--- config.mk ---
export PLATFORM = sky130hd
export DESIGN_NAME = des_subkey_sequencer
export DESIGN_NICKNAME = d
export VERILOG_FILES = /design/src/rtl/des_subkey_sequencer.sv
export SDC_FILE = /design/constraint.sdc
export NUM_CORES = 1
export LEC_CHECK = 0
export ABC_CLOCK_PERIOD_IN_PS = 6550
export BUFFER_PORTS_ARGS = -buffer_cell sky130_fd_sc_hd__buf_4
export CORE_UTILIZATION = 40
export DETAILED_ROUTE_END_ITERATION = 7
export HOLD_SLACK_MARGIN = 0.08
export PLACE_DENSITY = 0.64
export SYNTH_ARGS = -nofsm -noshare
export SYNTH_HDL_FRONTEND = slang
export SYNTH_SLANG_ARGS = --single-unit
export TNS_END_PERCENT = 1
--- constraint.sdc ---
create_clock -name Clk -period 6.55 [get_ports Clk]
set_input_delay 0.655 -clock Clk [delete_from_list [all_inputs] [get_ports Clk]]
set_output_delay 0.655 -clock Clk [all_outputs]
set_load 0.02 [all_outputs]
--- src/rtl/des_subkey_sequencer.sv ---
// DES key schedule sequencer: PC-1 on load, per-round C/D rotation, PC-2 out.
// Streams K1..K16 (encrypt) or K16..K1 (decrypt) over a valid/ready handshake.
module des_subkey_sequencer #(
    parameter int unsigned PARITY_CHECK = 32'd0
) (
    input  logic        Clk,
    input  logic        Reset,
    input  logic        Start,
    input  logic [63:0] Key,
    input  logic        Decrypt,
    input  logic        Subkey_ready,
    output logic [47:0] Subkey,
    output logic        Subkey_valid,
    output logic [3:0]  Round,
    output logic        Busy,
    output logic        Done,
    output logic        Parity_err
);

    typedef enum logic [1:0] {
        S_IDLE = 2'd0,
        S_GEN  = 2'd1,
        S_DONE = 2'd2
    } state_t;

    // Table entries are 1-based DES bit numbers, first entry in the MSBs.
    localparam logic [335:0] PC1_TAB = {
        6'd57, 6'd49, 6'd41, 6'd33, 6'd25, 6'd17, 6'd9,
        6'd1,  6'd58, 6'd50, 6'd42, 6'd34, 6'd26, 6'd18,
        6'd10, 6'd2,  6'd59, 6'd51, 6'd43, 6'd35, 6'd27,
        6'd19, 6'd11, 6'd3,  6'd60, 6'd52, 6'd44, 6'd36,
        6'd63, 6'd55, 6'd47, 6'd39, 6'd31, 6'd23, 6'd15,
        6'd7,  6'd62, 6'd54, 6'd46, 6'd38, 6'd30, 6'd22,
        6'd14, 6'd6,  6'd61, 6'd53, 6'd45, 6'd37, 6'd29,
        6'd21, 6'd13, 6'd5,  6'd28, 6'd20, 6'd12, 6'd4
    };

    localparam logic [287:0] PC2_TAB = {
        6'd14, 6'd17, 6'd11, 6'd24, 6'd1,  6'd5,
        6'd3,  6'd28, 6'd15, 6'd6,  6'd21, 6'd10,
        6'd23, 6'd19, 6'd12, 6'd4,  6'd26, 6'd8,
        6'd16, 6'd7,  6'd27, 6'd20, 6'd13, 6'd2,
        6'd41, 6'd52, 6'd31, 6'd37, 6'd47, 6'd55,
        6'd30, 6'd40, 6'd51, 6'd45, 6'd33, 6'd48,
        6'd44, 6'd49, 6'd39, 6'd56, 6'd34, 6'd53,
        6'd46, 6'd42, 6'd50, 6'd36, 6'd29, 6'd32
    };

    function automatic logic [55:0] pc1(input logic [63:0] k);
        logic [55:0] r;
        int          idx;
        r = 56'd0;
        for (int i = 0; i < 56; i++) begin
            idx       = 64 - int'(PC1_TAB[(55 - i) * 6 +: 6]);
            r[55 - i] = k[idx];
        end
        return r;
    endfunction

    function automatic logic [47:0] pc2(input logic [55:0] cd);
        logic [47:0] r;
        int          idx;
        r = 48'd0;
        for (int i = 0; i < 48; i++) begin
            idx       = 56 - int'(PC2_TAB[(47 - i) * 6 +: 6]);
            r[47 - i] = cd[idx];
        end
        return r;
    endfunction

    // SH[n] for n = 1..16; anything else means no rotation.
    function automatic logic [1:0] shift_amt(input logic [4:0] n);
        logic [1:0] r;
        case (n)
            5'd1, 5'd2, 5'd9, 5'd16: r = 2'd1;
            5'd3, 5'd4, 5'd5, 5'd6, 5'd7, 5'd8,
            5'd10, 5'd11, 5'd12, 5'd13, 5'd14, 5'd15: r = 2'd2;
            default: r = 2'd0;
        endcase
        return r;
    endfunction

    function automatic logic [27:0] rotl(input logic [27:0] x, input logic [1:0] n);
        logic [27:0] r;
        case (n)
            2'd1:    r = {x[26:0], x[27]};
            2'd2:    r = {x[25:0], x[27:26]};
            default: r = x;
        endcase
        return r;
    endfunction

    function automatic logic [27:0] rotr(input logic [27:0] x, input logic [1:0] n);
        logic [27:0] r;
        case (n)
            2'd1:    r = {x[0], x[27:1]};
            2'd2:    r = {x[1:0], x[27:2]};
            default: r = x;
        endcase
        return r;
    endfunction

    // DES keys carry odd parity per byte; any even byte is flagged.
    function automatic logic parity_bad(input logic [63:0] k);
        logic r;
        r = 1'b0;
        for (int b = 0; b < 8; b++) begin
            r = r | ~(^k[b * 8 +: 8]);
        end
        return r;
    endfunction

    state_t      state_q, state_d;
    logic [27:0] c_q, c_d, d_q, d_d;
    logic [3:0]  round_q, round_d;
    logic        mode_q, mode_d;
    logic        perr_q, perr_d;

    logic [55:0] pc1_s;
    logic [1:0]  sh_enc_s, sh_dec_s;

    assign pc1_s    = pc1(Key);
    assign sh_enc_s = shift_amt({1'b0, round_q} + 5'd2);
    assign sh_dec_s = shift_amt(5'd16 - {1'b0, round_q});

    // State and key-schedule registers.
    always_ff @(posedge Clk or posedge Reset) begin
        if (Reset) begin
            state_q <= S_IDLE;
            c_q     <= 28'd0;
            d_q     <= 28'd0;
            round_q <= 4'd0;
            mode_q  <= 1'b0;
            perr_q  <= 1'b0;
        end else begin
            state_q <= state_d;
            c_q     <= c_d;
            d_q     <= d_d;
            round_q <= round_d;
            mode_q  <= mode_d;
            perr_q  <= perr_d;
        end
    end

    // Next-state logic: load on Start, rotate on each accepted subkey.
    always_comb begin
        state_d = state_q;
        c_d     = c_q;
        d_d     = d_q;
        round_d = round_q;
        mode_d  = mode_q;
        perr_d  = perr_q;
        case (state_q)
            S_IDLE: begin
                if (Start) begin
                    mode_d  = Decrypt;
                    perr_d  = (PARITY_CHECK != 32'd0) ? parity_bad(Key) : 1'b0;
                    round_d = 4'd0;
                    state_d = S_GEN;
                    // Decrypt starts from C0/D0, which equals C16/D16.
                    if (Decrypt) begin
                        c_d = pc1_s[55:28];
                        d_d = pc1_s[27:0];
                    end else begin
                        c_d = rotl(pc1_s[55:28], 2'd1);
                        d_d = rotl(pc1_s[27:0], 2'd1);
                    end
                end else begin
                    state_d = S_IDLE;
                end
            end
            S_GEN: begin
                if (Subkey_ready) begin
                    if (mode_q) begin
                        c_d = rotr(c_q, sh_dec_s);
                        d_d = rotr(d_q, sh_dec_s);
                    end else begin
                        c_d = rotl(c_q, sh_enc_s);
                        d_d = rotl(d_q, sh_enc_s);
                    end
                    if (round_q == 4'd15) begin
                        round_d = 4'd0;
                        state_d = S_DONE;
                    end else begin
                        round_d = round_q + 4'd1;
                        state_d = S_GEN;
                    end
                end else begin
                    state_d = S_GEN;
                end
            end
            S_DONE: begin
                state_d = S_IDLE;
            end
            default: begin
                state_d = S_IDLE;
            end
        endcase
    end

    assign Subkey_valid = (state_q == S_GEN);
    assign Subkey       = Subkey_valid ? pc2({c_q, d_q}) : 48'd0;
    assign Round        = round_q;
    assign Busy         = (state_q != S_IDLE);
    assign Done         = (state_q == S_DONE);
    assign Parity_err   = perr_q;

endmodule

==> metrics.txt, run 1 <==
status complete, no violations; sum of negative setup slack 0 ps; min Tclk post-route 3785 ps; design area 0.007049 sq mm; initial antenna violation count 0; Clock Latency Late Sink 330 ps; Critical Path RT 6720 ps; Core ar. 0.01448 sq mm; TritonCTS Sinks 63; Routed Antenna Nets 0; critical path class register to register; Ant. Diodes 0; post-synthesis sequential area ratio 26.64%; Mapped Area 0.005917 sq mm; IO Pins 125; share of cells above drive strength 1 18.83%; vias per cell 5.514; Post-Syn Instances 697; final setup vio count 0; DR iter-0 viols 375; GPL Wtd Cong 0.8132; syn nets 779; Place WS 2804 ps; CTS resizes 0; post-synth top area cell mux2i_1; Starting Density 40.87%; CTS Buf Count 9; DR vias 5,260; Die Ht 123.6 microns; critical path endpoint category register; routed len/inst 16.63 microns; most frequent cells in the layout 226 x mux2i_1, 121 x buf_4, 117 x nand2_1; largest cells by area after synthesis mux2i_1 38%, dfrtp_1 27%, nand2_1 7.4%; Rel. slew slack 27.32%; GRT Total Usage 20.91%; Pwr per Cell Area 563.5 mW/mm^2; Final Max Tran Viols 0; # rows 44; Placed Cells 938; DP Area 0.006758 sq mm; Clock Skew 5.241 ps; CTS Buffer Depth 2; first-pass GRT wire length 25,270 microns; max cap viols 0; Synth top area share 38.23%; CTS H-tree lvls 3; Yosys reg bits 63; final hold slack 566.9 ps; GR Overflow Total 0; synthesis-to-finish area growth 19.14%; nets 847; largest net degree at the start of global routing 117; fin cells 954; worst vdd ir 0.3672 mV; fmax 264.2 MHz; Worst-path clk slew 60 ps; Final WS setup 2765 ps; Pleak 3.603 nW; YS warnings 0; unrepaired setup endpoints after global routing false; hold buffers post-CTS 0; Mapped Avg Cell Area 8.489 sq um; R2R Setup Slk 2770 ps; Tcrit/Tclk final 57.78%; clk root buf clkbuf_16; setup bufs post-CTS 0; routed wire length 15,870 microns; die area 0.01528 sq mm; path type of the worst min-delay path register to register; Chip Width 123.6 microns; vias in the first global route 4,994; Crit path arrival time 3950 ps; Post-route DRC 0; Initial DRT Pass Iterations 5; PortBufs 115; CP startpoint kind register; Yosys cell types 34; CP Max Fanout 28; final hold viol count 0; CTS tree done; Final HPWL DP 10,180 microns; commonest non-fill, non-tap cell in the layout mux2i_1; worst-margin pin slew 1090 ps
==> worst max-delay path, cell delays in order (launching register included) <==
cell	delay, ps
dfrtp_1	490
inv_1	170
ha_1	250
nor3b_1	140
a211oi_1	240
nor3_1	80
o21ai_1	210
ha_2	800
buf_4	570
mux2i_1	250
mux2i_1	90
o21ai_0	210
o21ai_1	100
==> synth_stat cells, drive strengths merged <==
cell type / instances
nand4: 1
a21o: 1
nor2: 6
buf: 37
and3: 48
nand2: 117
a21boi: 1
a211oi: 1
nor2b: 3
o21ai: 121
conb: 1
xor2: 1
a211o: 2
mux2: 2
a21oi: 3
nor3b: 1
o21a: 1
clkbuf: 27
dfrtp: 63
mux2i: 226
or2: 1
o211ai: 1
inv: 7
nand3: 5
nand2b: 2
ha: 13
nor3: 3
a31oi: 2
==> per-layer routing <==
layer | vias to the layer above | GRT usage (%) | part of all wire [%]
li1 | 2610 | - | -
met3 | 16 | 1.923 | 4.2
met2 | 143 | 33.72 | 48
met4 | 0 | 6.702 | 1.3
met5 | - | 0 | 0
met1 | 2491 | 29.36 | 47
==> registers in the layout, summed over array words and instances, names as in the netlist <==
| signal | count |
|---|---|
| d_q | 28 |
| Round | 4 |
| c_q | 28 |
| mode_q | 1 |
| state_q | 2 |
==> metrics by stage <==
stage | power (mW) | util [%]
final | 3.972 | 48.69
after global routing | 4.275 | 48.69
after CTS | 3.976 | 48.69
after detailed placement | 3.490 | 46.67
after global placement | 3.411 | 46.67
after floorplan | 2.946 | -
==> path summary, 6_finish.rpt <==
path,from,endpoint,cells past startpoint
setup / recovery,Round[1],d_q[9],12
setup reg to reg,Round[1],d_q[9],12
min in group asynchronous,Reset,d_q[9],3
hold / removal,d_q[18],d_q[18],2
max in group asynchronous,Reset,mode_q,3
hold reg to reg,d_q[18],d_q[18],2
==> cell type report <==
class                   instances  area [sq um]
clock buffers                  12         246.5
flip-flops and latches         63          1578
well taps                     184         230.2
inverters                       7         26.28
repair buffers                121         908.4
clock inverters                 4         45.04
fillers                      1411          7430
multi-input cells             563          4015
==> where the power goes <==
part / internal [mW] / switching (mW)
clock: 0.303 / 0.178
combinational: 1.21 / 1.55
sequential: 0.526 / 0.201
==> kinds of logic (layout without fill, tap and decap cells) <==
| group | Yosys count | count (layout) | synth area share (%) |
|---|---|---|---|
| compound gates | 133 | 133 | 11.63 |
| other cells | 1 | 1 | 0.06338 |
| buf+inv | 71 | 144 | 5.731 |
| fa+ha+maj | 13 | 13 | 2.749 |
| simple gates | 187 | 187 | 14.42 |
| mux | 228 | 228 | 38.61 |
| xor+xnor | 1 | 1 | 0.1480 |
| flops | 63 | 63 | 26.64 |
Note: power is estimated with default switching activity, not from simulation.
==> inputs of run 2 (changes only) <==
--- a/config.mk
+++ b/config.mk
@@ -5,12 +5,12 @@
 export SDC_FILE = /design/constraint.sdc
 export NUM_CORES = 1
 export LEC_CHECK = 0
-export ABC_CLOCK_PERIOD_IN_PS = 6550
+export ABC_CLOCK_PERIOD_IN_PS = 3200
 export BUFFER_PORTS_ARGS = -buffer_cell sky130_fd_sc_hd__buf_4
 export CORE_UTILIZATION = 40
 export DETAILED_ROUTE_END_ITERATION = 7
 export HOLD_SLACK_MARGIN = 0.08
-export PLACE_DENSITY = 0.64
+export PLACE_DENSITY = 0.66
 export SYNTH_ARGS = -nofsm -noshare
 export SYNTH_HDL_FRONTEND = slang
 export SYNTH_SLANG_ARGS = --single-unit
==> constraint.sdc (replaced) <==
create_clock -name Clk -period 3.2 [get_ports Clk]
set_input_delay 0.32 -clock Clk [delete_from_list [all_inputs] [get_ports Clk]]
set_output_delay 0.32 -clock Clk [all_outputs]
set_load 0.02 [all_outputs]
==> metrics.txt, run 2 (synthesis results as in run 1) <==
IO Pins 125 (unchanged); final setup vio count 0 (unchanged); sum of negative setup slack 0 ps (unchanged); CP Max Fanout 56 (was 28); Final HPWL DP 9991 microns (was 10,180 microns); Core ar. 0.01448 sq mm (unchanged); Post-route DRC 0 (unchanged); Sw Ratio 47.96% (was 48.66%); nets 852 (was 847); vias in the first global route 4,623 (was 4,994); P_sw 4.069 mW (was 1.933 mW); max cap viols 0 (unchanged); critical path endpoint category register (unchanged); GRT Total Usage 20.44% (was 20.91%); DP Area 0.006828 sq mm (was 0.006758 sq mm); Starting Density 40.87% (unchanged); worst reg2reg path depth 12 (unchanged); die area 0.01528 sq mm (unchanged); most frequent cells in the layout 226 x mux2i_1, 120 x buf_4, 117 x nand2_1 (was 226 x mux2i_1, 121 x buf_4, 117 x nand2_1); first-pass GRT wire length 24,520 microns (was 25,270 microns); PortBufs 115 (unchanged); GR Overflow Total 0 (unchanged); GPL Wtd Cong 0.8234 (was 0.8132); clk root buf clkbuf_16 (unchanged); Rel. slew slack 33.17% (was 27.32%); clock group share of total power 12.0% (was 12.1%); Pwr per Cell Area 1178 mW/mm^2 (was 563.5 mW/mm^2); CTS Buf Count 9 (unchanged); routed len/inst 16.60 microns (was 16.63 microns); Internal 4.415 mW (was 2.040 mW); Ant. Diodes 0 (unchanged); CTS Buffer Depth 2 (unchanged); combinational share of power 70.4% (was 69.5%); Routed Antenna Nets 0 (unchanged); min Tclk post-route 3008 ps (was 3785 ps); Critical Path RT 3400 ps (was 6720 ps); Pleak 3.669 nW (was 3.603 nW); design area 0.007199 sq mm (was 0.007049 sq mm); Final Max Tran Viols 0 (unchanged); fill count 1,411 (unchanged); fmax 332.4 MHz (was 264.2 MHz); share of cells above drive strength 1 20.00% (was 18.83%); critical path class register to register (unchanged); worst vdd ir 0.9395 mV (was 0.3672 mV); Clock Latency Late Sink 320 ps (was 330 ps); CTS tree done (unchanged); crit-path most repeated cell o21ai_1; Die Ht 123.6 microns (unchanged); path type of the worst min-delay path primary input to async pin (was register to register); # rows 44 (unchanged); worst-margin pin slew 1003 ps (was 1090 ps); TritonCTS Sinks 63 (unchanged); Placed Cells 939 (was 938); DR vias 5,210 (was 5,260); crit path cell chain inv_1 > ha_1 > nor2b_1 > o21ai_0 > o21ai_1 > o21ai_1 > ha_1 > mux2_1 > a211o_2 > buf_16 > nand2_1 > o21ai_1 (was inv_1 > ha_1 > nor3b_1 > a211oi_1 > nor3_1 > o21ai_1 > ha_2 > buf_4 > mux2i_1 > mux2i_1 > o21ai_0 > o21ai_1); vias per cell 5.433 (was 5.514); DR iter-0 viols 433 (was 375); Tcrit/Tclk final 94.01% (was 57.78%); fin cells 959 (was 954); CTS H-tree lvls 3 (unchanged); Reg power frac 17.7% (was 18.3%); CP startpoint kind register (unchanged); unrepaired setup endpoints after global routing false (unchanged); routed wire length 15,920 microns (was 15,870 microns); Crit path arrival time 3200 ps (was 3950 ps); Chip Width 123.6 microns (unchanged); status complete, no violations (unchanged); synthesis-to-finish area growth 21.67% (was 19.14%); final hold viol count 0 (unchanged); initial antenna violation count 0 (unchanged); largest net degree at the start of global routing 115 (was 117); Worst-path clk slew 50 ps (was 60 ps); Clock Skew 5.014 ps (was 5.241 ps); Pwr Total 8.483 mW (was 3.972 mW); Initial DRT Pass Iterations 4 (was 5); commonest non-fill, non-tap cell in the layout mux2i_1 (unchanged); CP max stage delay 480 ps (was 800 ps); Slowest-stage cell, CP dfrtp_2 (was ha_2)
run 2: changes by cell type in the layout (fill, tap and decap cells not counted), sizes merged:
cell | previous run | this run
buf | 121 | 125
clkbuf | 12 | 14
clkinv | 3 | 2
run 2: cell type report:
| class | instances | area (sq um) | area share, % |
|---|---|---|---|
| repair buffers | 126 | 1033 | 14.36 |
| multi-input cells | 563 | 4018 | 55.80 |
| clock buffers | 13 | 270.3 | 3.754 |
| flip-flops and latches | 63 | 1582 | 21.97 |
| inverters | 7 | 26.28 | 0.3650 |
| clock inverters | 3 | 40.04 | 0.5561 |
| well taps | 184 | 230.2 | 3.198 |
run 2: what timing repair did:
| item | in CTS | in global routing |
|---|---|---|
| gates resized for setup | 0 | 5 |
| endpoints found under the setup margin | 0 | 56 |
| endpoints found under the hold margin | 0 | 0 |
| hold buffers | 0 | 0 |
| buffers inserted | 0 | 3 |
run 2: critical path, delay by kind of cell (launching register included):
kind / cells / cell delay [ps]
AOI/OAI and AO/OA: 5 / 820
adders and majority gates: 2 / 510
DFF: 1 / 480
buffers and inverters: 2 / 390
and+or+nand+nor: 2 / 330
muxes: 1 / 290
run 2: power groups by stage:
stage	Clock (mW)	Combinational, mW	Sequential [mW]
6_report	1.02	5.97	1.50
5_1_grt	1.07	6.49	1.55
4_1_cts	1.03	5.76	1.49
3_5_place_dp	0	5.74	1.51
3_3_place_gp	0	5.65	1.51
2_1_floorplan	0	4.66	1.37
run 2: metrics by stage:
stage	hold slack [ps]	utilization (%)	worst slack, ps
2_1_floorplan	483.9	-	312.2
3_3_place_gp	431.9	47.16	177.7
3_5_place_dp	435.5	47.16	151.7
4_1_cts	83.60	49.30	108.6
5_1_grt	103.1	49.72	56.18
6_report	70.39	49.72	191.8
run 2: path summary, 6_finish.rpt:
path | from | to | slack (ps)
max | Round[0] | d_q[9] | 190
min | Reset | d_q[9] | 70
max reg2reg | Round[0] | d_q[9] | 190
min reg2reg | d_q[18] | d_q[18] | 560
max in group asynchronous | Reset | c_q[11] | 2500
min in group Clk | Subkey_ready | state_q[1] | 300
run 2: per-layer routing:
layer,share of wire [%],vias to the layer above,global-route usage (%)
met1,50,2463,30.58
li1,-,2634,-
met5,0,-,0
met4,1.1,0,5.873
met2,46,99,30.35
met3,2.7,14,2.793
==> inputs of run 3 (changes only) <==
--- a/config.mk
+++ b/config.mk
@@ -11,6 +11,7 @@
 export DETAILED_ROUTE_END_ITERATION = 7
 export HOLD_SLACK_MARGIN = 0.08
 export PLACE_DENSITY = 0.66
+export RECOVER_POWER = 50
 export SYNTH_ARGS = -nofsm -noshare
 export SYNTH_HDL_FRONTEND = slang
 export SYNTH_SLANG_ARGS = --single-unit
==> metrics.txt, run 3 (synthesis results as in run 1) <==
worst-margin pin slew 1286 ps (was 1003 ps); final hold slack 240.3 ps (was 70.39 ps); DP Area 0.006828 sq mm (unchanged); CTS Buffer Depth 2 (unchanged); PortBufs 115 (unchanged); worst vdd ir 0.9358 mV (was 0.9395 mV); Pleak 3.590 nW (was 3.669 nW); fin cells 959 (unchanged); Tcrit/Tclk final 93.46% (was 94.01%); Internal 4.352 mW (was 4.415 mW); Worst-path clk slew 60 ps (was 50 ps); Critical Path RT 3400 ps (about the same); combinational share of power 70.1% (was 70.4%); fmax 334.4 MHz (was 332.4 MHz); Bufs and invs on worst path 2 (unchanged); final hold viol count 0 (unchanged); Finished Core Util 49.06% (was 49.72%); status complete, no violations (unchanged); clk root buf clkbuf_16 (unchanged); CP startpoint kind register (unchanged); first-pass GRT wire length 24,520 microns (unchanged); CTS tree done (unchanged); CTS Buf Count 9 (unchanged); Crit path arrival time 3190 ps (was 3200 ps); routed len/inst 16.67 microns (was 16.60 microns); Chip Width 123.6 microns (unchanged); clock group share of total power 12.1% (was 12.0%); Core ar. 0.01448 sq mm (unchanged); max cap viols 0 (unchanged); initial antenna violation count 0 (unchanged); critical path endpoint category register (unchanged); TritonCTS Sinks 63 (unchanged); Clock Latency Late Sink 330 ps (was 320 ps); Die Ht 123.6 microns (unchanged); vias in the first global route 4,623 (unchanged); Final HPWL DP 9991 microns (unchanged); multi-input logic area 0.004013 sq mm (was 0.004018 sq mm); routed wire length 15,980 microns (was 15,920 microns); DR vias 5,185 (was 5,210); design area 0.007103 sq mm (was 0.007199 sq mm); vias per cell 5.407 (was 5.433); P_sw 4.057 mW (was 4.069 mW); nets 852 (unchanged); Ant. Diodes 0 (unchanged); Routed Antenna Nets 0 (unchanged); CP Max Fanout 56 (unchanged); Initial DRT Pass Iterations 4 (unchanged); Final WS setup 209.2 ps (was 191.8 ps); CP delay by family, top compound AO/OA/AOI/OAI gates (unchanged); Pwr per Cell Area 1184 mW/mm^2 (was 1178 mW/mm^2); min Tclk post-route 2991 ps (was 3008 ps); flip-flop and latch area 0.001582 sq mm (unchanged); DR iter-0 viols 348 (was 433); Placed Cells 939 (unchanged); IO Pins 125 (unchanged); Starting Density 40.87% (unchanged); Rel. slew slack 14.17% (was 33.17%); path type of the worst min-delay path primary input to async pin (unchanged); GRT Total Usage 20.44% (unchanged); GR Overflow Total 0 (unchanged); final setup vio count 0 (unchanged); unrepaired setup endpoints after global routing false (unchanged); Clock Skew 4.146 ps (was 5.014 ps); share of cells above drive strength 1 17.42% (was 20.00%); sum of negative setup slack 0 ps (unchanged); largest net degree at the start of global routing 115 (unchanged); critical path class register to register (unchanged); CTS H-tree lvls 3 (unchanged); crit path cell chain inv_1 > ha_1 > nor2b_1 > o21ai_0 > o21ai_1 > o21ai_1 > ha_1 > mux2_1 > a211o_2 > buf_16 > nand2_1 > o21ai_1 (unchanged); synthesis-to-finish area growth 20.05% (was 21.67%); GPL Wtd Cong 0.8234 (unchanged); most frequent cells in the layout 226 x mux2i_1, 117 x nand2_1, 102 x buf_4 (was 226 x mux2i_1, 120 x buf_4, 117 x nand2_1); Post-route DRC 0 (unchanged); # rows 44 (unchanged); Reg power frac 17.8% (was 17.7%); Pwr Total 8.408 mW (was 8.483 mW); fill count 1,436 (was 1,411); Place WS 151.7 ps (unchanged); Slowest-stage cell, CP dfrtp_2 (unchanged); CP max stage delay 480 ps (about the same); commonest non-fill, non-tap cell in the layout mux2i_1 (unchanged); Final Max Tran Viols 0 (unchanged); crit-path most repeated cell o21ai_1 (unchanged); Sw Ratio 48.25% (was 47.96%); die area 0.01528 sq mm (unchanged)
==> run 3: cell types whose count changed in the layout (fill, tap and decap cells not counted), moves of 2 or more <==
cell	delta
buf_4	-18
clkbuf_1	+17
inv_1	+3
inv_2	-3
o21ai_0	+3
o21ai_1	-3
buf_12	-2
clkbuf_4	+2
==> run 3: final cells by class <==
class	instances	share of cell area, %
Tap cell	184	3.241
Multi-Input combinational cell	563	56.49
Sequential cell	63	22.27
Inverter	7	0.3699
Timing Repair Buffer	126	13.26
Clock inverter	3	0.5637
Clock buffer	13	3.805
==> run 3: worst register-to-register path: cells and delay by family, from the launching register on <==
| kind | cells | cell delay (ps) |
|---|---|---|
| simple gates | 2 | 350 |
| mux | 1 | 290 |
| flops | 1 | 480 |
| compound gates | 5 | 820 |
| fa+ha+maj | 2 | 510 |
| buf+inv | 2 | 410 |
==> run 3: path summary, 6_finish.rpt <==
check	startpoint	endpoint	slack (ps)	depth (start not counted)
hold / removal	Reset	d_q[9]	240	2
setup reg to reg	Round[0]	d_q[13]	210	12
max in group asynchronous	Reset	c_q[11]	1360	3
min in group Clk	Subkey_ready	state_q[1]	300	3
setup / recovery	Round[0]	d_q[13]	210	12
hold reg to reg	d_q[18]	d_q[18]	560	2
==> run 3: metal layers <==
layer,up-vias,GRT usage [%],share of wire (%)
met5,-,0,0
met3,14,2.793,2.8
met2,93,30.35,46
met1,2447,30.58,50
li1,2631,-,-
met4,0,5.873,1.2
==> run 3: repair_timing <==
item	in CTS	in global routing
hold endpoints to repair	0	0
hold buffers	0	0
setup buffers	0	3
gates resized for setup	0	5
setup endpoints to repair	0	56
==> run 3: power groups by stage <==
stage	registers [mW]	clock network, mW	logic (mW)
after floorplan	1.37	0	4.66
after global placement	1.51	0	5.65
after detailed placement	1.51	0	5.74
after CTS	1.49	1.03	5.76
after global routing	1.55	1.07	6.42
final	1.50	1.02	5.89
